--- src/rtl/ravenoc_pkg.sv ---
// Shared types and defaults for the RaveNoC router output-port scheduler.
package ravenoc_pkg;

    localparam int NumVirtChn   = 2;
    localparam int CreditsPerVc = 4;

    // Priority orientation: HighPriority puts VC0 on top, ZeroLowPrior puts the top VC on top.
    localparam bit HighPriority = 1'b1;
    localparam bit ZeroLowPrior = 1'b0;

    typedef enum logic {
        IDLE   = 1'b0,
        LOCKED = 1'b1
    } sched_state_t;

    // Maps a scan position to a VC index so that position 0 is always the highest priority.
    function automatic int prio_idx(input int pos, input int num_vc, input bit zero_high);
        return zero_high ? pos : (num_vc - 1 - pos);
    endfunction

endpackage

--- src/rtl/vc_credit_counter.sv ---
// Per-VC downstream credit counter: saturating up/down with a sticky overflow flag.
module vc_credit_counter
    import ravenoc_pkg::*;
#(
    parameter int CREDITS = CreditsPerVc,
    parameter int CNT_W   = $clog2(CREDITS + 1)
) (
    input  logic             clk,
    input  logic             arst_n,
    input  logic             inc_i,
    input  logic             dec_i,
    output logic [CNT_W-1:0] cnt_o,
    output logic             ovf_o
);

    localparam logic [CNT_W-1:0] CntMax = CNT_W'(CREDITS);
    localparam logic [CNT_W-1:0] CntOne = CNT_W'(1);

    logic [CNT_W-1:0] cnt_q, cnt_d;
    logic             ovf_q, ovf_d;

    always_comb begin
        cnt_d = cnt_q;
        ovf_d = ovf_q;
        case ({inc_i, dec_i})
            2'b10: begin
                if (cnt_q == CntMax) begin
                    ovf_d = 1'b1;
                end else begin
                    cnt_d = cnt_q + CntOne;
                end
            end
            2'b01: begin
                if (cnt_q != '0) begin
                    cnt_d = cnt_q - CntOne;
                end
            end
            // A return and a transfer together cancel out.
            default: ;
        endcase
    end

    always_ff @(posedge clk or negedge arst_n) begin
        if (!arst_n) begin
            cnt_q <= CntMax;
            ovf_q <= 1'b0;
        end else begin
            cnt_q <= cnt_d;
            ovf_q <= ovf_d;
        end
    end

    assign cnt_o = cnt_q;
    assign ovf_o = ovf_q;

endmodule

--- src/rtl/vc_credit_scheduler.sv ---
// Credit-based strict-priority VC scheduler with wormhole locking for one router output port.
// Optional performance counters are built when RAVENOC_SCHED_PERF_EN is defined.
module vc_credit_scheduler
    import ravenoc_pkg::*;
#(
    parameter int  NUM_VC         = NumVirtChn,
    parameter int  CREDITS        = CreditsPerVc,
    parameter bit  ZERO_HIGH_PRIO = HighPriority,
    localparam int CNT_W          = $clog2(CREDITS + 1),
    localparam int VC_W           = (NUM_VC > 1) ? $clog2(NUM_VC) : 1
) (
    input  logic                    clk,
    input  logic                    arst_n,
    input  logic [NUM_VC-1:0]       vc_req_i,
    input  logic [NUM_VC-1:0]       vc_head_i,
    input  logic [NUM_VC-1:0]       vc_last_i,
    output logic [NUM_VC-1:0]       vc_gnt_o,
    output logic                    fout_valid_o,
    input  logic                    fout_ready_i,
    input  logic [NUM_VC-1:0]       credit_ret_i,
    output logic [NUM_VC*CNT_W-1:0] credit_cnt_o,
    output logic                    lock_o,
    output logic [VC_W-1:0]         lock_vc_o,
    output logic                    err_o
`ifdef RAVENOC_SCHED_PERF_EN
    ,
    output logic [NUM_VC*32-1:0]    flit_cnt_o,
    output logic [31:0]             stall_cnt_o,
    output logic [31:0]             nocred_cnt_o
`endif
);

    sched_state_t      state_q, state_d;
    logic [VC_W-1:0]   lock_vc_q, lock_vc_d;
    logic [NUM_VC-1:0] credit_nz, eligible, cand, gnt, xfer, ovf;
    logic [VC_W-1:0]   pick;
    logic              pick_vld;
    logic              valid;

    for (genvar v = 0; v < NUM_VC; v++) begin : g_credit
        vc_credit_counter #(
            .CREDITS (CREDITS),
            .CNT_W   (CNT_W)
        ) u_cnt (
            .clk    (clk),
            .arst_n (arst_n),
            .inc_i  (credit_ret_i[v]),
            .dec_i  (xfer[v]),
            .cnt_o  (credit_cnt_o[v*CNT_W +: CNT_W]),
            .ovf_o  (ovf[v])
        );
        assign credit_nz[v] = |credit_cnt_o[v*CNT_W +: CNT_W];
    end

    assign eligible = vc_req_i & credit_nz;
    assign cand     = eligible & vc_head_i;
    assign xfer     = gnt & {NUM_VC{valid & fout_ready_i}};

    // Scan from highest to lowest priority; the first head-flit candidate wins.
    always_comb begin
        pick     = '0;
        pick_vld = 1'b0;
        for (int i = 0; i < NUM_VC; i++) begin
            if (!pick_vld && cand[prio_idx(i, NUM_VC, ZERO_HIGH_PRIO)]) begin
                pick_vld = 1'b1;
                pick     = VC_W'(prio_idx(i, NUM_VC, ZERO_HIGH_PRIO));
            end
        end
    end

    always_ff @(posedge clk or negedge arst_n) begin
        if (!arst_n) begin
            state_q   <= IDLE;
            lock_vc_q <= '0;
        end else begin
            state_q   <= state_d;
            lock_vc_q <= lock_vc_d;
        end
    end

    // A started-but-unaccepted flit also locks, so grant and valid stay put until the handshake.
    always_comb begin
        state_d   = state_q;
        lock_vc_d = lock_vc_q;
        case (state_q)
            IDLE: begin
                if (pick_vld && !(fout_ready_i && vc_last_i[pick])) begin
                    state_d   = LOCKED;
                    lock_vc_d = pick;
                end
            end
            LOCKED: begin
                if ((|xfer) && vc_last_i[lock_vc_q]) begin
                    state_d = IDLE;
                end
            end
        endcase
    end

    always_comb begin
        gnt   = '0;
        valid = 1'b0;
        case (state_q)
            IDLE: begin
                if (pick_vld) begin
                    gnt[pick] = 1'b1;
                    valid     = 1'b1;
                end
            end
            LOCKED: begin
                gnt[lock_vc_q] = 1'b1;
                valid          = eligible[lock_vc_q];
            end
        endcase
    end

    assign vc_gnt_o     = gnt;
    assign fout_valid_o = valid;
    assign lock_o       = (state_q == LOCKED);
    assign lock_vc_o    = lock_vc_q;
    assign err_o        = |ovf;

`ifdef RAVENOC_SCHED_PERF_EN
    logic [31:0] flit_cnt_q [NUM_VC];
    logic [31:0] flit_cnt_d [NUM_VC];
    logic [31:0] stall_cnt_q, stall_cnt_d;
    logic [31:0] nocred_cnt_q, nocred_cnt_d;

    always_comb begin
        for (int v = 0; v < NUM_VC; v++) begin
            flit_cnt_d[v] = flit_cnt_q[v] + {31'd0, xfer[v]};
        end
        stall_cnt_d  = stall_cnt_q + {31'd0, valid & ~fout_ready_i};
        nocred_cnt_d = nocred_cnt_q + {31'd0, (|(vc_req_i & ~credit_nz)) & ~valid};
    end

    always_ff @(posedge clk or negedge arst_n) begin
        if (!arst_n) begin
            for (int v = 0; v < NUM_VC; v++) begin
                flit_cnt_q[v] <= '0;
            end
            stall_cnt_q  <= '0;
            nocred_cnt_q <= '0;
        end else begin
            for (int v = 0; v < NUM_VC; v++) begin
                flit_cnt_q[v] <= flit_cnt_d[v];
            end
            stall_cnt_q  <= stall_cnt_d;
            nocred_cnt_q <= nocred_cnt_d;
        end
    end

    for (genvar v = 0; v < NUM_VC; v++) begin : g_flit_out
        assign flit_cnt_o[v*32 +: 32] = flit_cnt_q[v];
    end
    assign stall_cnt_o  = stall_cnt_q;
    assign nocred_cnt_o = nocred_cnt_q;
`else
    // Performance counters are not built in this configuration.
`endif

endmodule

--- config.mk ---
export PLATFORM = sky130hd
export DESIGN_NAME = vc_credit_scheduler
export DESIGN_NICKNAME = d
export VERILOG_FILES = /design/src/rtl/ravenoc_pkg.sv /design/src/rtl/vc_credit_counter.sv /design/src/rtl/vc_credit_scheduler.sv
export SDC_FILE = /design/constraint.sdc
export NUM_CORES = 1
export LEC_CHECK = 0
export ABC_AREA = 1
export CORE_MARGIN = 10
export CORE_UTILIZATION = 49
export CTS_BUF_LIST = sky130_fd_sc_hd__clkbuf_16
export DETAILED_ROUTE_END_ITERATION = 10
export PLACE_DENSITY_LB_ADDON = 0.12
export SYNTH_ARGS = -nofsm -noshare
export SYNTH_HDL_FRONTEND = slang
export SYNTH_SLANG_ARGS = --single-unit
--- constraint.sdc ---
create_clock -name clk -period 3.3 [get_ports clk]
set_clock_uncertainty 0.05 [all_clocks]
set_input_delay 0.66 -clock clk [delete_from_list [all_inputs] [get_ports clk]]
set_output_delay 0.66 -clock clk [all_outputs]
set_load 0.01 [all_outputs]
==> metrics.md <==
| Metric | Value |
|---|---|
| Status | `completed` |
| Area grow syn2layout | `41.4%` |
| Clock insertion delay at the later pin of the skew report | `0.24 ns` |
| Die area | `3560 um2` |
| Final Util | `0.732` |
| Area leader, netlist | `dfrtp_1` |
| Type of origin of the critical path | `input pin` |
| Number of synthesis warnings | `0` |
| Final net count | `137` |
| Reg2Reg Depth | `15` |
| Antenna violations before repair | `0` |
| Initial Util | `0.518` |
| Final HPWL from detailed placement | `1330 um` |
| CTS root buf | `clkbuf_16` |
| Reg2reg end | `g_credit[0].u_cnt.cnt_o[2]` |
| Critical path peak fanout | `2` |
| Max IR drop VDD | `0.754 mV` |
| Post-DRT Antenna Nets | `0` |
| Leak | `0.544 nW` |
| Worst hold stages | `2` |
| Final setup vio count | `0` |
| Hold slack final | `0.405 ns` |
| Tcrit/Tclk final | `0.872` |
| Grt ovf | `0` |
| Cell count after synthesis | `92` |
| Hold endpoint | `g_credit[0].u_cnt.ovf_o` |
| Top area cells in the synthesized netlist | `dfrtp_1 26%, ha_1 9.7%, nand2_1 8.3%` |
| Routability Congestion | `0.856` |
| Placed Instance Area | `1010 um2` |
| # H-tree levels | `1` |
| Worst-path clk slew | `0.04 ns` |
| Fin. Hold Viols | `0` |
| Crit path DAT | `2.17 ns` |
| Post-CTS setup buffer count | `0` |
| First-pass GRT wire length | `2790 um` |
| Clock Sink Count | `10` |
| Share of layout cells above drive strength 1 | `0.212` |
| Max_slew headroom | `0.722` |
| Yosys top cell area share | `0.260` |
| Num CTS Buffers | `3` |
| Commonest non-fill, non-tap cells in the layout | `22 x clkdlybuf4s50_1, 17 x nand2_1, 12 x inv_1` |
| Syn_nets | `110` |
| Crit end category | `output pin` |
| Syn avg cell area | `8.38 um2` |
| Ports | `23` |
| Vias in the first global route | `689` |
| Met2 WL | `903 um` |
| Worst slew pin tran | `0.416 ns` |
| Netlist Area Pre-Place | `771 um2` |
| RSZ-0062 raised after global routing | `no` |
| Power Dens Cells | `951 nW/um2` |
| Sequential element share of the synthesized area | `0.328` |
| Post-layout min period | `2.88 ns` |
| Met1 Wirelength | `652 um` |
| Number of gates resized after CTS | `0` |
| ANT cells | `0` |
| Die H | `59.7 um` |
| Drt initial violations | `16` |
| Max-capacitance violation count | `0` |
| Core Footprint | `1490 um2` |
| Hold buffer count at cts | `0` |
| Total power | `1.04 mW` |
| Fin area | `1090 um2` |
| DR DRC count | `0` |
| Yosys cell types | `24` |
| First-pass DRT Iterations | `4` |
| GRT Overall Usage | `0.101` |
| Largest net degree at the start of global routing | `11` |
| Final setup TNS | `0 ns` |
| Vias | `657` |
| Metal3 WL | `144 um` |
| WL per Instance | `12.8 um` |
| Register bit total from synthesis | `10` |
| Pins Over Slew Limit | `0` |
| Most common cell after layout, fill and taps aside | `clkdlybuf4s50_1` |
| Site Rows | `14` |
| FF-to-FF setup slack | `0.83 ns` |
| WS Path Type | `in2out` |
| Drt via density | `4.90` |
| CP required | `2.59 ns` |
| Hold Path Class | `reg2reg` |
| Clock buffer depth | `2` |
| Highest clock rate | `347 MHz` |
| Worst hold start | `g_credit[0].u_cnt.ovf_o` |
| Port Buffer Count | `22` |
| Top layer reached by signal wires | `met4` |
| Routed wire length | `1720 um` |
| Die X | `59.7 um` |
| CTS tree | `yes` |
| Reg2reg start | `g_credit[1].u_cnt.cnt_o[2]` |
where the power goes:
group / switching [mW] / total (mW) / internal [mW]
clock: 0.0561 / 0.215 / 0.159
combinational: 0.269 / 0.555 / 0.286
sequential: 0.0794 / 0.267 / 0.187
total: 0.404 / 1.04 / 0.632
synth_stat cells:
master and n:
nand3_2 1, nand4_1 1, inv_1 12, ha_1 6, xor2_1 4, nand3b_1 1
nor2_4 1, nor2_1 5, nand3_4 1, inv_2 6, fa_1 1, dfrtp_1 8
o21ai_0 1, nand2_1 17, nand2_4 1, a21oi_1 2, o21ai_4 1, xnor2_1 3
nand2_2 4, nand3_1 9, dfstp_2 2, nor2_2 2, mux2_2 2, nand3b_2 1
sequential cells by signal, summed over array words and instances (netlist names):
signal / count
g_credit.u_cnt.cnt_o: 6
lock_vc_o: 1
lock_o: 1
g_credit.u_cnt.ovf_o: 2
through the flow:
| stage | worst slack [ns] | std cells |
|---|---|---|
| global route | 0.262 | 134 |
| global placement | 0.435 | 130 |
| CTS | 0.415 | 134 |
| finish | 0.422 | 134 |
| detailed placement | 0.369 | 130 |
| floorplan | 1.00 | 92 |
routing by layer:
metal	up-vias	track usage
li1	336	-
met1	304	0.105
met2	15	0.165
met3	2	0.0508
met4	0	0.0481
met5	-	0
layout make-up:
type | count | area, um2
clock buffers | 3 | 75.1
well taps | 16 | 20.0
fillers | 121 | 399
clock inverters | 1 | 3.75
inverters | 18 | 67.6
repair buffers | 22 | 220
flip-flops and latches | 10 | 253
multi-input cells | 64 | 450
logic make-up after synthesis:
family | synth area share
flip-flops | 0.328
XOR/XNOR | 0.0795
AO/OA/AOI/OAI | 0.0406
multiplexers | 0.0292
buffers and inverters | 0.0877
AND/OR/NAND/NOR | 0.312
adder cells (fa/ha/maj) | 0.123
worst max-delay path by stage:
stage,slack [ns],end,start,cells past startpoint
6_report,0.42,vc_gnt_o[1],vc_req_i[1],8
5_1_grt,0.26,vc_gnt_o[1],vc_req_i[1],8
2_1_floorplan,1.0,g_credit[0].u_cnt.cnt_o[2],g_credit[1].u_cnt.cnt_o[2],15
4_1_cts,0.42,vc_gnt_o[1],vc_req_i[1],8
3_5_place_dp,0.37,g_credit[0].u_cnt.cnt_o[2],vc_req_i[0],14
3_3_place_gp,0.44,g_credit[0].u_cnt.cnt_o[2],vc_req_i[0],14
critical path, stage by stage:
cell	delay, ns
clkdlybuf4s50_1	0.48
nand2_1	0.08
nor2_1	0.12
nand2_1	0.08
inv_1	0.08
nand2_1	0.06
nand2_2	0.07
clkdlybuf4s50_1	0.53
(Power assumes the default switching activity.)
